[src/rtl/arcade_input_mapper.sv]
// Merges PS/2 keyboard and joystick inputs into per-player arcade controls,
// with rotation, autofire on button 0 and stretched coin pulses.
//
// state        | meaning
// IDLE         | waiting for a rising edge on the coin source
// PULSE        | coin output high, counting down COIN_CYCLES
// WAIT_RELEASE | pulse done, source still held; wait for release
module arcade_input_mapper #(
    parameter int NUM_PLAYERS   = 2,
    parameter int NUM_BUTTONS   = 1,
    parameter int COIN_CYCLES   = 1200000,
    parameter int AUTOFIRE_DIV  = 600000,
    parameter int COIN_ON_START = 1
) (
    input  logic                   clk_sys,
    input  logic                   reset,
    input  logic [10:0]            ps2_key,
    input  logic [15:0]            joystick_0,
    input  logic [15:0]            joystick_1,
    input  logic [1:0]             rotate,
    input  logic                   autofire_en,
    output logic [3:0]             p1_dir,
    output logic [3:0]             p2_dir,
    output logic [NUM_BUTTONS-1:0] p1_btn,
    output logic [NUM_BUTTONS-1:0] p2_btn,
    output logic [1:0]             start,
    output logic [1:0]             coin
);

    localparam int CW = (COIN_CYCLES  > 1) ? $clog2(COIN_CYCLES + 1)  : 1;
    localparam int AW = (AUTOFIRE_DIV > 1) ? $clog2(AUTOFIRE_DIV + 1) : 1;
    localparam logic [CW-1:0] COIN_LOAD = CW'(COIN_CYCLES - 1);
    localparam logic [AW-1:0] AF_LOAD   = AW'(AUTOFIRE_DIV - 1);

    localparam logic [1:0] IDLE         = 2'd0;
    localparam logic [1:0] PULSE        = 2'd1;
    localparam logic [1:0] WAIT_RELEASE = 2'd2;

    localparam bit MERGE = (NUM_PLAYERS == 1);

    // kb_q / key_hit layout: [3:0] {up,down,left,right}, [7:4] btn0..3,
    // [9:8] start1/2, [11:10] coin1/2
    logic        tog_q;
    logic [11:0] kb_q;
    logic [11:0] key_hit;
    logic        key_event;
    logic        key_ext;

    assign key_event = ps2_key[10] != tog_q;
    assign key_ext   = ps2_key[8];

    always_comb begin
        key_hit = '0;
        case (ps2_key[7:0])
            8'h75:        key_hit[3]  = 1'b1;
            8'h72:        key_hit[2]  = 1'b1;
            8'h6B:        key_hit[1]  = 1'b1;
            8'h74:        key_hit[0]  = 1'b1;
            8'h29, 8'h14: key_hit[4]  = 1'b1;
            8'h11:        key_hit[5]  = 1'b1;
            8'h12:        key_hit[6]  = !key_ext;
            8'h1A:        key_hit[7]  = !key_ext;
            8'h05:        key_hit[8]  = !key_ext;
            8'h06:        key_hit[9]  = !key_ext;
            8'h2E:        key_hit[10] = !key_ext;
            8'h36:        key_hit[11] = !key_ext;
            default:      ;
        endcase
        for (int k = 0; k < 4; k++) begin
            if (k >= NUM_BUTTONS) key_hit[4+k] = 1'b0;
        end
    end

    always_ff @(posedge clk_sys) begin
        tog_q <= ps2_key[10];
        if (reset) begin
            kb_q <= '0;
        end else if (key_event) begin
            for (int i = 0; i < 12; i++) begin
                if (key_hit[i]) kb_q[i] <= ps2_key[9];
            end
        end
    end

    logic [3:0]             j0_dir, j1_dir, raw1_dir, raw2_dir;
    logic [NUM_BUTTONS-1:0] j0_btn, j1_btn, raw1_btn, raw2_btn, af_mask;
    logic                   j0_start, j1_start, j0_coin, j1_coin;
    logic [1:0]             start_src, coin_src;

    assign j0_dir   = joystick_0[3:0];
    assign j1_dir   = joystick_1[3:0];
    assign j0_btn   = joystick_0[4 +: NUM_BUTTONS];
    assign j1_btn   = joystick_1[4 +: NUM_BUTTONS];
    assign j0_start = joystick_0[4+NUM_BUTTONS];
    assign j1_start = joystick_1[4+NUM_BUTTONS];
    assign j0_coin  = joystick_0[5+NUM_BUTTONS];
    assign j1_coin  = joystick_1[5+NUM_BUTTONS];

    always_comb begin
        raw1_dir = kb_q[3:0] | j0_dir | (MERGE ? j1_dir : 4'b0);
        raw2_dir = MERGE ? 4'b0 : j1_dir;
        raw1_btn = kb_q[4 +: NUM_BUTTONS] | j0_btn | (MERGE ? j1_btn : '0);
        raw2_btn = MERGE ? '0 : j1_btn;
        start_src[0] = kb_q[8] | j0_start | (MERGE & j1_start);
        start_src[1] = kb_q[9] | (!MERGE & j1_start);
        coin_src[0]  = kb_q[10] | j0_coin | (MERGE & j1_coin)
                     | ((COIN_ON_START != 0) & start_src[0]);
        coin_src[1]  = kb_q[11] | (!MERGE & j1_coin)
                     | ((COIN_ON_START != 0) & start_src[1]);
    end

    // Bits of the joystick words and key latches this configuration never reads.
    logic unused_bits;
    assign unused_bits = ^{joystick_0, joystick_1, kb_q};

    function automatic logic [3:0] rot_dir(input logic [3:0] r, input logic [1:0] sel);
        case (sel)
            2'd1:    rot_dir = {r[1], r[0], r[2], r[3]};
            2'd2:    rot_dir = {r[2], r[3], r[0], r[1]};
            2'd3:    rot_dir = {r[0], r[1], r[3], r[2]};
            default: rot_dir = r;
        endcase
    endfunction

    logic [AW-1:0] af_cnt;
    logic          af_phase;

    always_ff @(posedge clk_sys) begin
        if (reset) begin
            af_cnt   <= '0;
            af_phase <= 1'b0;
        end else if (af_cnt == '0) begin
            af_cnt   <= AF_LOAD;
            af_phase <= ~af_phase;
        end else begin
            af_cnt <= af_cnt - 1'b1;
        end
    end

    always_comb begin
        af_mask    = '1;
        af_mask[0] = !autofire_en || af_phase;
    end

    always_ff @(posedge clk_sys) begin
        if (reset) begin
            p1_dir <= '0;
            p2_dir <= '0;
            p1_btn <= '0;
            p2_btn <= '0;
            start  <= '0;
        end else begin
            p1_dir <= rot_dir(raw1_dir, rotate);
            p2_dir <= rot_dir(raw2_dir, rotate);
            p1_btn <= raw1_btn & af_mask;
            p2_btn <= raw2_btn & af_mask;
            start  <= start_src;
        end
    end

    logic [1:0]    src_q, src_d;
    logic [1:0]    coin_st  [2];
    logic [CW-1:0] coin_cnt [2];

    // Source history resets high so a source held through reset reads as
    // already pressed and must be released before it can coin again.
    always_ff @(posedge clk_sys) begin
        if (reset) begin
            src_q <= '1;
            src_d <= '1;
            coin  <= '0;
            for (int n = 0; n < 2; n++) begin
                coin_st[n]  <= IDLE;
                coin_cnt[n] <= '0;
            end
        end else begin
            src_q <= coin_src;
            src_d <= src_q;
            for (int n = 0; n < 2; n++) begin
                case (coin_st[n])
                    IDLE: begin
                        if (src_q[n] && !src_d[n]) begin
                            coin_st[n]  <= PULSE;
                            coin[n]     <= 1'b1;
                            coin_cnt[n] <= COIN_LOAD;
                        end
                    end
                    PULSE: begin
                        if (coin_cnt[n] == '0) begin
                            coin[n]    <= 1'b0;
                            coin_st[n] <= src_q[n] ? WAIT_RELEASE : IDLE;
                        end else begin
                            coin_cnt[n] <= coin_cnt[n] - 1'b1;
                        end
                    end
                    WAIT_RELEASE: begin
                        if (!src_q[n]) coin_st[n] <= IDLE;
                    end
                    default: begin
                        coin_st[n] <= IDLE;
                        coin[n]    <= 1'b0;
                    end
                endcase
            end
        end
    end

endmodule
[config.mk]
export PLATFORM = sky130hd
export DESIGN_NAME = arcade_input_mapper
export DESIGN_NICKNAME = d
export VERILOG_FILES = /design/src/rtl/arcade_input_mapper.sv
export SDC_FILE = /design/constraint.sdc
export NUM_CORES = 1
export LEC_CHECK = 0
export ABC_AREA = 1
export CORE_ASPECT_RATIO = 2
export CORE_UTILIZATION = 50
export DETAILED_ROUTE_END_ITERATION = 10
export PLACE_DENSITY_LB_ADDON = 0.25
export SETUP_SLACK_MARGIN = 0.2
export SYNTH_ARGS = -nofsm -noshare
export SYNTH_HDL_FRONTEND = slang
export SYNTH_SLANG_ARGS = --single-unit
export TNS_END_PERCENT = 30
[constraint.sdc]
create_clock -name clk_sys -period 2.5 [get_ports clk_sys]
set_input_delay 0.5 -clock clk_sys [delete_from_list [all_inputs] [get_ports clk_sys]]
set_output_delay 0.5 -clock clk_sys [all_outputs]
set_load 0.02 [all_outputs]
==> run summary <==
# diodes -> 0
Leakage -> 2.655 nW
Cell variety after synth -> 39
first-pass GRT wire length -> 20160 um
most used cell, CP -> nand2_1
f_max -> 0.4869 GHz
Netlist Area Pre-Place -> 5313 um^2
Mapped Cells -> 706
Total Nets Final -> 810
CTS tree -> built
Skew-Pair Late Insertion Delay -> 0.34 ns
Slew @ Worst Pin -> 0.4909 ns
Yosys reg bits -> 95
largest cells by area after synthesis -> edfxtp_1, dfxtp_1, nand2_1, nor2_1, inv_1
vias in the first global route -> 4643
number of flops mapped to enable cells by yosys -> 45
first-iteration detailed-routing DRC count -> 294
setup_tns -> 0 ns
DRC errors left -> 1
Top FF cell, synth -> dfxtp_1
drt via density -> 5.230
Root Buffer -> clkbuf_16
Mean Syn Cell Area -> 7.525 um^2
Rel. slew slack -> 67.15%
Synth warnings -> 0
Max Clock Skew -> 0.008762 ns
Clock transition at path regs -> 0.07 ns
initial antenna violation count -> 0
fill count -> 951
Final Max Tran Viols -> 0
Crit path max-delay family -> simple AND/OR/NAND/NOR gates
max_cap viols -> 0
CTS Buf Count -> 9
Final Hold Viols -> 0
Post-CTS Setup Bufs -> 0
Peak VDD IR -> 0.5976 mV
Die Y -> 147.8 um
Row Count -> 52
fraction of registers with async set/reset -> 0%
CP Data Arrival Time -> 2.15 ns
Max stage delay on crit path -> 0.42 ns
Remaining Overflow, GRT -> 0
Cell Count, Final, Fillers Out -> 897
syn nets -> 759
post-cts hold buffer count -> 0
1st-pass router iterations -> 8
Boundary Pins -> 62
DR WL/cell -> 13.35 um
critical path type -> reg -> reg
power per cell area -> 785.4 nW/um^2
commonest non-fill, non-tap cell in the layout -> nand2_1
Core Util, Final -> 60.77%
Slowest-stage cell, CP -> edfxtp_1
layout cells sized above 1 -> 9.974%
H-tree depth -> 3
Final ANT Viol Nets -> 0
Die Wd -> 74.89 um
port bufs -> 43
outcome -> complete, but fails checks
clk sink count -> 95
cell taking the most area after synthesis -> edfxtp_1
Synth-to-Final Area Change -> 16.84%
Total Wirelength -> 11980 um
Tot Pwr -> 0.004875 W
all-layer global routing usage -> 23.78%
unrepaired setup endpoints after global routing -> false
Req. time, crit path -> 2.60 ns
final setup fails -> 0
Critical Path Source Type -> register
Seq/Total Area, Yosys -> 44.28%
failing checks -> DRC
worst hold path type -> reg -> reg
dpl cell area -> 5904 um^2
RePlAce Congestion -> 0.8962
post-route cell area -> 6207 um^2
die area -> 11070 um^2
CTS resizes -> 0
Starting Density -> 52.01%
dpl hpwl -> 8994 um
critical path endpoint category -> register
share of the synthesized area in the top cell type -> 25.44%
Buf+Inv Stages, Crit Path -> 1
CTS max path bufs -> 2
DR vias -> 4691
Tcrit/Tclk final -> 82.16%
most frequent cells in the layout -> nand2_1, nor2_1, inv_1, dfxtp_1, edfxtp_1
pin count of the biggest net entering global routing -> 26
placed cells -> 881
crit-path cells -> inv_1 -> ha_1 -> nand2_1 -> nor2_1 -> nand2_1 -> nand2_1 -> nand2_1 -> nor2_1 -> nor2_1
Core Area -> 10210 um^2
critical path peak fanout -> 6
min Tclk post-route -> 2.054 ns
## layout make-up
type,count,area [um^2],area share (%)
Clock inverter,5,38.79,0.6249
Sequential cell,95,2352,37.90
Tap cell,135,168.9,2.721
Clock buffer,11,264.0,4.253
Timing Repair Buffer,50,495.5,7.982
Multi-Input combinational cell,520,2584,41.62
Inverter,81,304.0,4.898
## registers in the layout, summed over array words and instances (netlist names)
name	cells
coin_cnt	42
af_cnt	20
kb_q	9
coin_st	4
p1_dir	4
p2_dir	4
coin	2
src_d	2
src_q	2
start	2
af_phase	1
p1_btn	1
p2_btn	1
tog_q	1
## power by group
group / switching (W) / total [W] / internal, W
clock: 0.000608 / 0.00137 / 0.000766
combinational: 0.000932 / 0.00146 / 0.000530
sequential: 0.000177 / 0.00204 / 0.00186
total: 0.00172 / 0.00488 / 0.00316
## logic make-up (layout without fill, tap and decap cells)
kind of cell | after synthesis | count (layout) | share of synthesized area (%)
AOI/OAI and AO/OA | 73 | 73 | 7.772
xor gates and xnor gates | 27 | 27 | 4.451
adders and majority gates | 5 | 5 | 1.178
buffers and inverters | 91 | 147 | 7.089
DFF | 95 | 95 | 44.28
and+or+nand+nor | 415 | 415 | 35.23
## worst min-delay path, stage by stage, from the launching register on
cell and delay (ns):
dfxtp_1 0.31, inv_1 0.05, nand2_1 0.06
## synth_stat cells, types with 5 or more instances
cell type	instances
edfxtp_1	45
xnor2_1	7
or2_2	7
nand2_2	12
a31oi_1	9
o21ai_0	26
nand3b_1	5
nor2_1	140
nand3_1	38
a21oi_1	22
nand4_1	15
nor3_1	9
xor2_1	20
nor2_4	6
dfxtp_1	50
nor2_2	12
ha_1	5
nand2_1	160
inv_1	77
## stage by stage
stage	setup slack [ns]	hold slack, ns
finish	0.4460	0.4425
global route	0.2724	0.4807
CTS	0.4850	0.4462
detailed placement	0.1580	0.4283
global placement	0.2046	0.4255
floorplan	0.3449	0.4118
## worst paths after layout
kind / startpoint / endpoint / slack, ns / cells after the start
min reg2reg: src_q[0] / src_d[0] / 0.44 / 2
max: coin_cnt[0][0] / coin_cnt[0][10] / 0.45 / 9
min: src_q[0] / src_d[0] / 0.44 / 2
max reg2reg: coin_cnt[0][0] / coin_cnt[0][10] / 0.45 / 9
## layer usage
layer	vias to the layer above	track usage, %	share of wire (%)
met5	-	0	0
met4	0	11.98	2.9
met3	26	3.817	2.8
met2	119	45.32	57
met1	2149	23.21	37
li1	2397	-	-
Note: power is estimated with default switching activity, not from simulation.
